## config.mk

```make
export PLATFORM = sky130hd
export DESIGN_NAME = round_ctrl_flat
export DESIGN_NICKNAME = d
export VERILOG_FILES = /design/src/rtl/round_ctrl_pkg.sv /design/src/rtl/round_ctrl_if.sv /design/src/rtl/round_ctrl_lfsr16.sv /design/src/rtl/round_ctrl.sv /design/src/flat_wrapper.sv
export SDC_FILE = /design/constraint.sdc
export NUM_CORES = 1
export LEC_CHECK = 0
export BUFFER_PORTS_ARGS = -buffer_cell sky130_fd_sc_hd__buf_2
export CAP_MARGIN = 20
export CORE_MARGIN = 2
export CORE_UTILIZATION = 55
export CTS_CLUSTER_DIAMETER = 40
export DETAILED_ROUTE_END_ITERATION = 10
export PLACE_DENSITY = 0.75
export RECOVER_POWER = 50
export SYNTH_ARGS = -nofsm -noshare
export SYNTH_HDL_FRONTEND = slang
export SYNTH_SLANG_ARGS = --single-unit
export TNS_END_PERCENT = 30
```

## constraint.sdc

```tcl
create_clock -name clk -period 2.76 [get_ports clk]
set_input_delay 0.276 -clock clk [delete_from_list [all_inputs] [get_ports clk]]
set_output_delay 0.276 -clock clk [all_outputs]
set_load 0.01 [all_outputs]
```

## src/rtl/round_ctrl_pkg.sv

```systemverilog
// Shared types and constants for the memory-game round sequencer.
// Holds the FSM encoding, LFSR constants and the level-to-length mapping.
package game_pkg;

  typedef enum logic [2:0] {
    ST_IDLE     = 3'd0,
    ST_LOAD     = 3'd1,
    ST_SHOW_ON  = 3'd2,
    ST_SHOW_GAP = 3'd3,
    ST_INPUT    = 3'd4,
    ST_JUDGE    = 3'd5,
    ST_CHECK    = 3'd6,
    ST_OVER     = 3'd7
  } state_t;

  localparam int SYM_W   = 2;
  localparam int SEQ_MAX = 8;

  localparam logic [15:0] LFSR_SEED = 16'hACE1;
  // Taps 16,14,13,11 expressed as a mask over state bits [15:0]
  localparam logic [15:0] LFSR_TAPS = 16'hB400;

  // Symbols per round: 4, 6, 8 for levels 1..3
  function automatic logic [3:0] seq_len(input logic [1:0] level);
    return 4'd2 + {1'b0, level, 1'b0};
  endfunction

endpackage

```

## src/rtl/round_ctrl_if.sv

```systemverilog
// Bundle between the round sequencer and its neighbours (buttons, display, calculator).
// master = sequencer side, slave = environment side.
interface round_ctrl_if;
  import game_pkg::*;

  logic             start;
  logic             btn_valid;
  logic [SYM_W-1:0] btn_sym;
  logic [1:0]       life_in;
  logic             show_valid;
  logic [SYM_W-1:0] show_sym;
  logic             calc_clr;
  logic             calc_en;
  logic             calc_combo;
  logic             calc_life;
  logic [1:0]       calc_level;
  logic             game_over;
  state_t           state_o;

  modport master (
    input  start, btn_valid, btn_sym, life_in,
    output show_valid, show_sym, calc_clr, calc_en, calc_combo, calc_life,
           calc_level, game_over, state_o
  );

  modport slave (
    output start, btn_valid, btn_sym, life_in,
    input  show_valid, show_sym, calc_clr, calc_en, calc_combo, calc_life,
           calc_level, game_over, state_o
  );

endinterface

```

## src/rtl/round_ctrl_lfsr16.sv

```systemverilog
// Free-running 16-bit Fibonacci LFSR, advances every cycle; reset reseeds it.
// Maximal-length taps from a non-zero seed, so the state never reaches zero.
module lfsr16
  import game_pkg::*;
(
  input  logic        clk,
  input  logic        reset,
  output logic [15:0] state
);

  always_ff @(posedge clk or negedge reset) begin
    if (!reset) state <= LFSR_SEED;
    else        state <= {state[14:0], ^(state & LFSR_TAPS)};
  end

endmodule

```

## src/rtl/round_ctrl.sv

```systemverilog
// Round sequencer: shows an LFSR-derived symbol sequence, collects guesses and strobes the calculator.
// All outputs registered; one guess per JUDGE/CHECK pair, guesses outside INPUT are dropped.
module round_ctrl
  import game_pkg::*;
#(
  parameter int SHOW_TICKS = 50_000_000,
  parameter int GAP_TICKS  = 25_000_000
) (
  input logic          clk,
  input logic          reset,
  round_ctrl_if.master bus
);

  localparam logic [31:0] SHOW_LD = 32'(SHOW_TICKS - 1);
  localparam logic [31:0] GAP_LD  = 32'(GAP_TICKS - 1);

  state_t                             state, state_nxt;
  logic [2:0]                         idx, idx_nxt;
  logic [1:0]                         level, level_nxt;
  logic [31:0]                        cnt, cnt_nxt;
  logic                               hit, hit_nxt;
  logic [SEQ_MAX-1:0][SYM_W-1:0]      seq, seq_nxt;
  logic [15:0]                        lfsr_q;
  logic                               last;

  logic             show_valid_d;
  logic [SYM_W-1:0] show_sym_d;
  logic             calc_clr_d;
  logic             calc_en_d;
  logic             judge_d;
  logic             game_over_d;

  lfsr16 u_lfsr (
    .clk   (clk),
    .reset (reset),
    .state (lfsr_q)
  );

  assign last           = (idx == 3'(seq_len(level) - 4'd1));
  assign bus.state_o    = state;
  assign bus.calc_level = level;

  always_ff @(posedge clk or negedge reset) begin
    if (!reset) begin
      state          <= ST_IDLE;
      idx            <= '0;
      level          <= '0;
      cnt            <= '0;
      hit            <= 1'b0;
      seq            <= '0;
      bus.show_valid <= 1'b0;
      bus.show_sym   <= '0;
      bus.calc_clr   <= 1'b0;
      bus.calc_en    <= 1'b0;
      bus.calc_combo <= 1'b1;
      bus.calc_life  <= 1'b1;
      bus.game_over  <= 1'b0;
    end else begin
      state          <= state_nxt;
      idx            <= idx_nxt;
      level          <= level_nxt;
      cnt            <= cnt_nxt;
      hit            <= hit_nxt;
      seq            <= seq_nxt;
      bus.show_valid <= show_valid_d;
      bus.show_sym   <= show_sym_d;
      bus.calc_clr   <= calc_clr_d;
      bus.calc_en    <= calc_en_d;
      bus.calc_combo <= judge_d;
      bus.calc_life  <= judge_d;
      bus.game_over  <= game_over_d;
    end
  end

  always_comb begin
    state_nxt = state;
    idx_nxt   = idx;
    level_nxt = level;
    cnt_nxt   = cnt;
    hit_nxt   = hit;
    seq_nxt   = seq;
    case (state)
      ST_IDLE, ST_OVER: begin
        if (bus.start) begin
          level_nxt = 2'd1;
          state_nxt = ST_LOAD;
        end
      end
      ST_LOAD: begin
        seq_nxt   = lfsr_q;
        idx_nxt   = '0;
        cnt_nxt   = SHOW_LD;
        state_nxt = ST_SHOW_ON;
      end
      ST_SHOW_ON: begin
        if (cnt == '0) begin
          cnt_nxt   = GAP_LD;
          state_nxt = ST_SHOW_GAP;
        end else begin
          cnt_nxt = cnt - 32'd1;
        end
      end
      ST_SHOW_GAP: begin
        if (cnt != '0) begin
          cnt_nxt = cnt - 32'd1;
        end else if (last) begin
          idx_nxt   = '0;
          state_nxt = ST_INPUT;
        end else begin
          idx_nxt   = idx + 3'd1;
          cnt_nxt   = SHOW_LD;
          state_nxt = ST_SHOW_ON;
        end
      end
      ST_INPUT: begin
        if (bus.btn_valid) begin
          hit_nxt   = (bus.btn_sym == seq[idx]);
          state_nxt = ST_JUDGE;
        end
      end
      ST_JUDGE: state_nxt = ST_CHECK;
      ST_CHECK: begin
        // life_in already carries the calculator's response to the JUDGE strobe
        if (!hit) begin
          if (bus.life_in == 2'd0) begin
            state_nxt = ST_OVER;
          end else begin
            idx_nxt   = '0;
            cnt_nxt   = SHOW_LD;
            state_nxt = ST_SHOW_ON;
          end
        end else if (!last) begin
          idx_nxt   = idx + 3'd1;
          state_nxt = ST_INPUT;
        end else begin
          if (level != 2'd3) level_nxt = level + 2'd1;
          state_nxt = ST_LOAD;
        end
      end
      default: state_nxt = ST_IDLE;
    endcase
  end

  // Outputs are computed from the next state so the registered copies line up with state
  always_comb begin
    show_valid_d = (state_nxt == ST_SHOW_ON);
    show_sym_d   = show_valid_d ? seq_nxt[idx_nxt] : '0;
    calc_clr_d   = (state == ST_IDLE || state == ST_OVER) && bus.start;
    calc_en_d    = (state_nxt == ST_JUDGE);
    judge_d      = calc_en_d ? hit_nxt : 1'b1;
    game_over_d  = (state_nxt == ST_OVER);
  end

endmodule

```

## src/flat_wrapper.sv

```systemverilog
// flat-port wrapper written by rule: the top's interface ports become plain ports
module round_ctrl_flat import game_pkg::*;
#(
  parameter int SHOW_TICKS = 50_000_000,
  parameter int GAP_TICKS  = 25_000_000
)
  (clk, reset, bus_start, bus_btn_valid, bus_btn_sym, bus_life_in, bus_show_valid, bus_show_sym, bus_calc_clr, bus_calc_en, bus_calc_combo, bus_calc_life, bus_calc_level, bus_game_over, bus_state_o);
  round_ctrl_if bus_i ();
  input logic clk;
  input logic reset;
  input wire logic [$bits(bus_i.start)-1:0] bus_start;
  input wire logic [$bits(bus_i.btn_valid)-1:0] bus_btn_valid;
  input wire logic [$bits(bus_i.btn_sym)-1:0] bus_btn_sym;
  input wire logic [$bits(bus_i.life_in)-1:0] bus_life_in;
  output wire logic [$bits(bus_i.show_valid)-1:0] bus_show_valid;
  output wire logic [$bits(bus_i.show_sym)-1:0] bus_show_sym;
  output wire logic [$bits(bus_i.calc_clr)-1:0] bus_calc_clr;
  output wire logic [$bits(bus_i.calc_en)-1:0] bus_calc_en;
  output wire logic [$bits(bus_i.calc_combo)-1:0] bus_calc_combo;
  output wire logic [$bits(bus_i.calc_life)-1:0] bus_calc_life;
  output wire logic [$bits(bus_i.calc_level)-1:0] bus_calc_level;
  output wire logic [$bits(bus_i.game_over)-1:0] bus_game_over;
  output wire logic [$bits(bus_i.state_o)-1:0] bus_state_o;
  assign bus_i.start = bus_start;
  assign bus_i.btn_valid = bus_btn_valid;
  assign bus_i.btn_sym = bus_btn_sym;
  assign bus_i.life_in = bus_life_in;
  assign bus_show_valid = bus_i.show_valid;
  assign bus_show_sym = bus_i.show_sym;
  assign bus_calc_clr = bus_i.calc_clr;
  assign bus_calc_en = bus_i.calc_en;
  assign bus_calc_combo = bus_i.calc_combo;
  assign bus_calc_life = bus_i.calc_life;
  assign bus_calc_level = bus_i.calc_level;
  assign bus_game_over = bus_i.game_over;
  assign bus_state_o = bus_i.state_o;
  round_ctrl #(.SHOW_TICKS(SHOW_TICKS), .GAP_TICKS(GAP_TICKS)) u_core (.clk(clk), .reset(reset), .bus(bus_i));
endmodule
```

# After elaboration in Yosys (flattened, before gate mapping)
# Cells that the tools add are included.
# classes
bitwise_logic	0
multipliers	0
div_mod_pow	0
magnitude_cmp	2
n_shift	0
n_mux	35
n_eq_ne	20
n_reduce_logical	12
addsub	5
# ops
cell	count
$mux W32	5
$pmux W32 S4	1
$mux W3	13
$logic_not A32 Y1	1
$reduce_bool A32 Y1	1
$sub A32 B1 Y32 const B	1
$pmux W3 S7	1
$eq A3 B3 Y1 const B	6
$mux W16	1
$reduce_xor A16 Y1	1
$mux W2	7
$bmux W2 S3	2
$eq A3 B2 Y1 const B	3
$pmux W3 S3	1
$lt A3 B4 Y1 const B	2
$ne A2 B2 Y1 const B	4
$ne A2 B1 Y1 const B	3
$reduce_and A5 Y1	1
$pmux W2 S2	1
$reduce_and A4 Y1	1
$reduce_bool A4 Y1	1
$add A2 B3 Y3 const A	1
$add A3 B1 Y3 const B	1
$eq A3 B1 Y1 const B	1
12 further kinds	14
# word_totals
input_bits	8
wordCells	94
output_inout_bits	13
mem_bits_ro	0
ff_bits	80
n_memories	0
latchBits	0
mem_bits_rw	0

# Depth between registers and ports, before layout
# Gate-level depths: netlist of the first run.
# depth
ltp_word	9
mapped_depth	11
ltp_nobuf	10

# Modules after synthesis
# A second synthesis of the first run with hierarchy kept.
# unflattened
cells_unflattened	383
area_unflattened_um2	3961.3
# by_module_without_submodules
mod	instances	area_per_inst_um2	cells_per_inst	seq_area_each_um2
round_ctrl	1	3524.6	364	1602.8
lfsr16	1	436.7	19	410.4

# Worst setup path before layout of the first run
# No wires, ideal clock.
# synth_path
path_type	reg-to-reg
start	reg u_core.idx[2]
end	reg u_core.bus.show_sym[0]
path_stages_with_launch	12
slack_ns	-0.109
synth_period_minus_slack_ns	2.869
t_required_ns	2.640
setup_time_ns	0.120
n_path_buf	1
arrival_time_ns	2.748
path_cell_list	dfrtp_1 clkbuf_1 xnor2_1 nand3_1 ha_1 nand4b_1 a21o_1 o21ai_0 or4_1 a211o_1 a21o_1 o211a_1
# synth_via
elab_chain_cells	7
word_cells_on_any_way	17
classes_between	add/sub (1); eq/ne (2); mux (14)
# synth_lines
element	line	text
from (decl)	round_ctrl.sv:18	logic [2:0] idx, idx_nxt;
from (signal assigned)	round_ctrl.sv:60	idx <= idx_nxt;
$add A3 B1 Y3 / $eq A3 B3 Y1 (equally long branches)	round_ctrl.sv:110, round_ctrl.sv:133, round_ctrl.sv:39	
$mux W3 (on tied branches)	round_ctrl.sv:132, round_ctrl.sv:106	
$mux W3 (on tied branches)	round_ctrl.sv:124, round_ctrl.sv:104	
$pmux W3 S3	round_ctrl.sv:82	case (state)
$bmux W2 S3	round_ctrl.sv:147	show_sym_d = show_valid_d ? seq_nxt[idx_nxt] : '0;
$mux W2 (not written as such)	round_ctrl.sv:147	
$mux W2 (*)	round_ctrl.sv:147	
via u_core.show_sym_d[0]	round_ctrl.sv:27	logic [SYM_W-1:0] show_sym_d;
to (signal assigned)	round_ctrl.sv:66	bus.show_sym <= show_sym_d;
to (decl)	round_ctrl_if.sv:22	output show_valid, show_sym, calc_clr, calc_en, calc_combo, calc_life,
# Mark *: on every way through the listed nets, which the timed path passes. The rest lies on a longest branch. The select of a mux whose other input is x is not followed.
# A chain may end at the register's enable or synchronous reset.

# Final worst setup path of the first run
# layout_path
start	reg u_core.level[0] (netlist: u_core.bus.calc_level[0])
end	reg u_core.bus.show_sym[1]
# layout_via
elab_chain_cells	9
word_cells_on_any_way	17
classes_between	add/sub (2); eq/ne (2); mux (13)
# layout_lines
element	line	text
from (decl)	round_ctrl.sv:19	logic [1:0] level, level_nxt;
from (signal assigned)	round_ctrl.sv:61	level <= level_nxt;
$add A2 B3 Y3 (*)	round_ctrl_pkg.sv:25	return 4'd2 + {1'b0, level, 1'b0};
$sub A3 B1 Y3 (*)	round_ctrl.sv:39	assign last = (idx == 3'(seq_len(level) - 4'd1));
$eq A3 B3 Y1 (*)	round_ctrl.sv:39	
$mux W3 (on tied branches)	round_ctrl.sv:132, round_ctrl.sv:106	
$mux W3 (on tied branches)	round_ctrl.sv:124, round_ctrl.sv:104	
$pmux W3 S3	round_ctrl.sv:82	
$bmux W2 S3	round_ctrl.sv:147	
$mux W2 (not written as such)	round_ctrl.sv:147	
$mux W2 (*)	round_ctrl.sv:147	
via u_core.show_sym_d[1]	round_ctrl.sv:27	
# Marks and branches as above.

==> results.sh, run 1 <==
export IMPL_grt_pass1_wl_um=16300
export IMPL_post_route_drc_count=0
export IMPL_synth_most_common_cell="dfrtp_1"
export IMPL_first_global_vias=3345
export IMPL_synth_top_area_share_pct=41.8
export IMPL_syn_nets=429
export IMPL_regArea_mm2=0.00201
export IMPL_slew_headroom_pct=-7.37
export IMPL_crit_chain="xnor2_2, nand3_2, ha_1, nand4b_1, a21o_1, o21ai_1, or4_1, a211o_1, a21o_1, o211a_1"
export IMPL_final_min_clock_period_ns=2.64
export IMPL_die_area_mm2=0.00844
export IMPL_synth_top_area_cell="dfrtp_1"
export IMPL_dp_hpwl_um=6880
export IMPL_syn_to_final_growth_pct=16.6
export IMPL_finalNetCount=471
export IMPL_clkSlewWorstSetupHoldPaths_ns=0.09
export IMPL_async_flop_share_pct=100
export IMPL_reg2regPathDepth=10
export IMPL_synthTopCellsByCount="dfrtp_1 (71), o21ai_0 (37), nand2_1 (34)"
export IMPL_synth_avg_cell_area_um2=10.2
export IMPL_gr_usage_all_layers_pct=24.7
export IMPL_hp_class="in2reg"
export IMPL_cts_buffers=9
export IMPL_arrival_ns=2.90
export IMPL_yosys_top_cells_area="dfrtp_1 (42%), dfstp_2 (5.6%), mux2_2 (4.5%)"
export IMPL_synthDistinctLibCells=68
export IMPL_syn_area_mm2=0.00425
export IMPL_portBuffers=20
export IMPL_ys_ff_latch=80
export IMPL_crit_family="compound AO/OA/AOI/OAI gates"
export IMPL_outcome="finished, violations left"
export IMPL_worstSetupStartpointType="flip-flop"
export IMPL_crit_required_ns=3.02
export IMPL_ant_nets=0
export IMPL_vias_per_cell=6.21
export IMPL_cap_violations=1
export IMPL_overflow=0
export IMPL_skew_ns=0.0106
export IMPL_drt_initial_drc_count=191
export IMPL_fmax_mhz=378
export IMPL_stdcell_count=565
export IMPL_cpPeakStageDelay_ns=0.54
export IMPL_hold_viol=0
export IMPL_finalSetupViolCount=0
export IMPL_multi_input_area_mm2=0.00220
export IMPL_grt_max_degree=81
export IMPL_fill_cells=598
export IMPL_synth_top_flop_cell="dfrtp_1"
export IMPL_crit_type="reg2reg"
export IMPL_path_buf_inv=0
export IMPL_start_util_pct=55.9
export IMPL_num_vias=3507
export IMPL_powerDensity_mw_per_mm2=476
export IMPL_synthCells=416
export IMPL_cts_tree="built"
export IMPL_critical_path_slowest_cell="or4_1"
export IMPL_wl_per_cell_um=17.9
export IMPL_ys_warn_count=0
export IMPL_power_leakage_nw=2.15
export IMPL_rows=32
export IMPL_dieWidth_um=91.9
export IMPL_layout_worst_path_cycle_share_pct=95.8
export IMPL_worst_pin_slew_ns=1.61
export IMPL_holdPathStages=3
export IMPL_cts_sinks=80
export IMPL_violations="max-capacitance violations, max-slew violations"
export IMPL_clk_insertion_delay_late_ns=0.36
export IMPL_gp_congestion=0.845
export IMPL_drive_gt1_share_pct=26.8
export IMPL_cts_max_level=3
export IMPL_cts_root_buf="clkbuf_8"
export IMPL_vdd_drop_max_mv=0.263
export IMPL_design_area_mm2=0.00495
export IMPL_place_area_mm2=0.00462
export IMPL_die_h_um=91.9
export IMPL_yosysSeqAreaShare_pct=47.4
export IMPL_cp_common_cell="a21o_1"
export IMPL_r2r_setup_slack_ns=0.12
export IMPL_critical_path_depth=10
export IMPL_drt_total_wl_um=10100
export IMPL_synth_edff_count=0
export IMPL_core_area_mm2=0.00761
export IMPL_firstDrtPassIters=5
export IMPL_diodes=0
export IMPL_cts_max_path_buffers=2
export IMPL_slew_violations=76
export IMPL_antenna_found_initial=0
export IMPL_ioPinCount=21
export IMPL_path_max_fanout=5
export IMPL_place_inst=545
export IMPL_cp_end_kind="flip-flop"
## final cells by class
class / count / share of cell area (%)
Inverter: 12 / 0.909
Clock buffer: 9 / 2.50
Sequential cell: 80 / 40.6
Timing Repair Buffer: 51 / 6.69
Tap cell: 102 / 2.58
Multi-Input combinational cell: 304 / 44.5
Clock inverter: 7 / 2.20
## power by group
group / internal, mW / switching [mW]
Sequential: 1.18 / 0.00694
Combinational: 0.0653 / 0.0868
Clock: 0.532 / 0.488
Total: 1.77 / 0.582
## worst paths after layout
kind / from / to
hold / removal: bus_start / u_core.bus.calc_clr$_DFF_PN0_
setup reg to reg: u_core.bus.calc_level[0]$_DFFE_PN0P_ / u_core.bus.show_sym[1]$_DFF_PN0_
setup / recovery: u_core.bus.calc_level[0]$_DFFE_PN0P_ / u_core.bus.show_sym[1]$_DFF_PN0_
max in group asynchronous: reset / u_core.cnt[15]$_DFFE_PN0P_
min in group asynchronous: reset / u_core.seq[15]$_DFF_PN0_
hold reg to reg: u_core.u_lfsr.state[5]$_DFF_PN1_ / u_core.u_lfsr.state[6]$_DFF_PN1_
## worst min-delay path, delay by kind of cell
kind	cells	cell delay, ns
buffers and inverters	2	0.16
AND/OR/NAND/NOR	1	0.08
## registers in the layout, summed over array words and instances (netlist names)
signal	cells
u_core.bus.calc_combo	1
u_core.bus.state_o	3
u_core.idx	3
u_core.seq	16
u_core.bus.show_valid	1
u_core.bus.calc_level	2
u_core.hit	1
u_core.bus.show_sym	2
u_core.bus.calc_clr	1
u_core.bus.game_over	1
u_core.u_lfsr.state	16
u_core.bus.calc_en	1
u_core.cnt	32
## routing by layer
metal | track usage [%] | up-vias | part of all wire, %
li1 | - | 1647 | -
met1 | 32.3 | 1724 | 43
met2 | 40.6 | 109 | 51
met3 | 6.00 | 27 | 4.3
met4 | 7.96 | 0 | 2.1
met5 | 0 | - | 0
## layout by cell type (no fill, tap or decap), types with 6 or more instances in the layout
cell / synthesis / final
or4_1: 7 / 7
o21ai_0: 37 / 35
dfrtp_1: 71 / 71
buf_2: 4 / 20
nand3_1: 8 / 7
clkbuf_8: 0 / 9
mux2_2: 17 / 17
nor2_1: 33 / 33
nand2_1: 34 / 34
a31oi_1: 8 / 8
buf_4: 1 / 29
nor3_1: 14 / 13
mux2i_1: 9 / 9
inv_1: 12 / 11
nor4_1: 7 / 6
a21oi_1: 26 / 26
## cells by family (layout without fill, tap and decap cells)
kind of cell             after synthesis  count (layout)  share of synthesized area [%]
AO/OA/AOI/OAI                        116             116                           17.7
XOR/XNOR                               8               8                           1.65
adder cells (fa/ha/maj)                5               5                           1.47
buffers and inverters                 32              79                           3.03
flip-flops                            80              80                           47.4
multiplexers                          30              30                           8.75
AND/OR/NAND/NOR                      145             145                           20.0
## what timing repair did
action | CTS | global route
resized for setup | 0 | 14
buffers inserted | 0 | 2
hold buffers | 0 | 1
setup endpoints to repair | 0 | 12
hold endpoints to repair | 0 | 13
## metrics by stage
| step | util, % | worst slack [ns] | setup TNS, ns | power (mW) | hold slack, ns |
|---|---|---|---|---|---|
| global placement | 60.7 | 0.121 | 0 | 1.35 | 0.355 |
| CTS | 63.8 | 0.0193 | 0 | 2.38 | 0.0946 |
| global route | 65.1 | -0.0768 | -0.145 | 2.44 | 0.188 |
| floorplan | - | 0.00142 | 0 | 1.29 | -0.0196 |
| finish | 65.1 | 0.116 | 0 | 2.36 | 0.181 |
| detailed placement | 60.7 | 0.0661 | 0 | 1.36 | 0.357 |
Power figures use the tool's default switching activity.
==> inputs of run 2 (changes only) <==
==> constraint.sdc (replaced) <==
create_clock -name clk -period 2.76 [get_ports clk]
set_input_delay 0.138 -clock clk [delete_from_list [all_inputs] [get_ports clk]]
set_output_delay 0.138 -clock clk [all_outputs]
set_load 0.01 [all_outputs]
==> results.sh, run 2 (synthesized netlist as in run 1, its figures left out) <==
export IMPL_antenna_found_initial=0
export IMPL_slew_headroom_pct=-19.8
export IMPL_cap_violations=1
export IMPL_diodes=0
export IMPL_cts_root_buf="clkbuf_8"
export IMPL_mostFrequentLayoutCells="dfrtp_1 (71), o21ai_0 (35), nand2_1 (34)"
export IMPL_crit_type="reg2reg"
export IMPL_crit_required_ns=3.02
export IMPL_drt_total_wl_um=10100
export IMPL_powerDensity_mw_per_mm2=475
export IMPL_outcome="finished, violations left"
export IMPL_clkSlewWorstSetupHoldPaths_ns=0.09
export IMPL_hp_class="in2reg"
export IMPL_vias_per_cell=6.23
export IMPL_top_layer="met4"
export IMPL_largest_register_ffs=32
export IMPL_portBuffers=20
export IMPL_cts_sinks=80
export IMPL_drive_gt1_share_pct=26.8
export IMPL_violations="max-capacitance violations, max-slew violations"
export IMPL_design_area_mm2=0.00495
export IMPL_post_route_drc_count=0
export IMPL_regMostFlops="u_core.cnt"
export IMPL_firstDrtPassIters=5
export IMPL_gp_congestion=0.845
export IMPL_ant_nets=0
export IMPL_power_mw=2.35
export IMPL_drt_initial_drc_count=190
export IMPL_first_global_vias=3345
export IMPL_path_buf_inv=0
export IMPL_layout_worst_path_cycle_share_pct=95.6
export IMPL_final_common_cell="dfrtp_1"
export IMPL_final_min_clock_period_ns=2.64
export IMPL_grt_max_degree=81
export IMPL_clk_insertion_delay_late_ns=0.36
export IMPL_start_util_pct=55.9
export IMPL_r2r_setup_slack_ns=0.12
export IMPL_ioPinCount=21
export IMPL_rows=32
export IMPL_cts_max_level=3
export IMPL_die_area_mm2=0.00844
export IMPL_fmax_mhz=379
export IMPL_place_area_mm2=0.00462
export IMPL_cp_common_cell="a21o_1"
export IMPL_cts_tree="built"
export IMPL_r2r_end="u_core.bus.show_sym[1]$_DFF_PN0_"
export IMPL_cpPeakStageDelay_ns=0.55
export IMPL_num_vias=3518
export IMPL_slew_violations=76
export IMPL_holdPathStages=3
export IMPL_crit_family="compound AO/OA/AOI/OAI gates"
export IMPL_reg2regPathDepth=10
export IMPL_hold_end="u_core.bus.calc_clr$_DFF_PN0_"
export IMPL_cts_max_path_buffers=2
export IMPL_die_h_um=91.9
export IMPL_wl_met3_um=472
export IMPL_dp_hpwl_um=6880
export IMPL_hold_viol=0
export IMPL_syn_to_final_growth_pct=16.6
export IMPL_gr_usage_all_layers_pct=24.7
export IMPL_overflow=0
export IMPL_path_max_fanout=5
export IMPL_r2r_start="u_core.bus.calc_level[0]$_DFFE_PN0P_"
export IMPL_dieWidth_um=91.9
export IMPL_arrival_ns=2.90
export IMPL_wl_per_cell_um=17.8
export IMPL_min_delay_start="bus_start"
export IMPL_core_area_mm2=0.00761
export IMPL_met1_length_um=4280
export IMPL_finalSetupViolCount=0
export IMPL_critical_path_slowest_cell="or4_1"
export IMPL_worstSetupStartpointType="flip-flop"
export IMPL_skew_ns=0.00827
export IMPL_cts_buffers=9
export IMPL_worst_pin_slew_ns=1.80
export IMPL_cp_end_kind="flip-flop"
export IMPL_vdd_drop_max_mv=0.263
export IMPL_finalNetCount=471
export IMPL_power_leakage_nw=2.15
export IMPL_largest_registers="u_core.cnt: 32 flops, u_core.seq: 16 flops, u_core.u_lfsr.state: 16 flops"
export IMPL_wl_met2_um=5150
export IMPL_grt_pass1_wl_um=16300
export IMPL_crit_chain="xnor2_2, nand3_2, ha_1, nand4b_1, a21o_1, o21ai_1, or4_1, a211o_1, a21o_1, o211a_1"
-- run 2: changes by cell type in the layout (fill, tap and decap cells not counted), sizes merged --
cell    previous run  this run
clkbuf            10        11
buf               49        48
-- run 2: where the power goes --
| part | switching [mW] | total [mW] | internal (mW) |
|---|---|---|---|
| Sequential | 0.00727 | 1.18 | 1.18 |
| Clock | 0.485 | 1.02 | 0.532 |
| Combinational | 0.0867 | 0.152 | 0.0652 |
| Total | 0.579 | 2.35 | 1.77 |
-- run 2: metrics by stage --
stage / instances / utilization [%] / hold WS (ns) / setup TNS (ns) / setup WS (ns)
floorplan: 416 / - / -0.158 / 0 / 0.00142
global placement: 545 / 60.7 / 0.355 / 0 / 0.121
global route: 565 / 65.1 / 0.0501 / -0.145 / -0.0768
finish: 565 / 65.1 / 0.0453 / 0 / 0.121
CTS: 562 / 63.9 / 0.0226 / 0 / 0.0193
detailed placement: 545 / 60.7 / 0.357 / 0 / 0.0661
-- run 2: what timing repair did --
action                                 CTS  global route
resized for setup                        0            14
hold buffers                             1             0
buffers inserted                         0             2
setup endpoints to repair                0            12
endpoints found under the hold margin   71             0
-- run 2: layout make-up --
type	instances	area (um^2)
Clock buffer	9	124
Clock inverter	7	109
Fill cell	598	2650
Inverter	12	45.0
Multi-Input combinational cell	304	2200
Sequential cell	80	2010
Tap cell	102	128
Timing Repair Buffer	51	332
-- run 2: worst max-delay path by stage --
stage	depth (start not counted)	slack, ns	from	end
floorplan	10	0.001	u_core.idx[1]$_DFF_PN0_	u_core.bus.show_sym[0]$_DFF_PN0_
global placement	10	0.12	u_core.bus.calc_level[1]$_DFFE_PN0P_	u_core.bus.show_sym[1]$_DFF_PN0_
detailed placement	10	0.07	u_core.bus.calc_level[1]$_DFFE_PN0P_	u_core.bus.show_sym[1]$_DFF_PN0_
CTS	10	0.02	u_core.bus.calc_level[1]$_DFFE_PN0P_	u_core.bus.show_sym[1]$_DFF_PN0_
global route	8	-0.08	u_core.cnt[2]$_DFFE_PN0P_	u_core.cnt[26]$_DFFE_PN0P_
finish	10	0.12	u_core.bus.calc_level[0]$_DFFE_PN0P_	u_core.bus.show_sym[1]$_DFF_PN0_
-- run 2: tightest hold or removal path, cell delays in order --
cell,delay [ns]
buf_2,0.11
nand2_1,0.08
inv_1,0.05
-- run 2: metal layers --
layer	up-vias	GRT usage, %
met5	-	0
met4	0	7.96
met3	18	6.00
met2	117	40.6
met1	1739	32.3
li1	1644	-
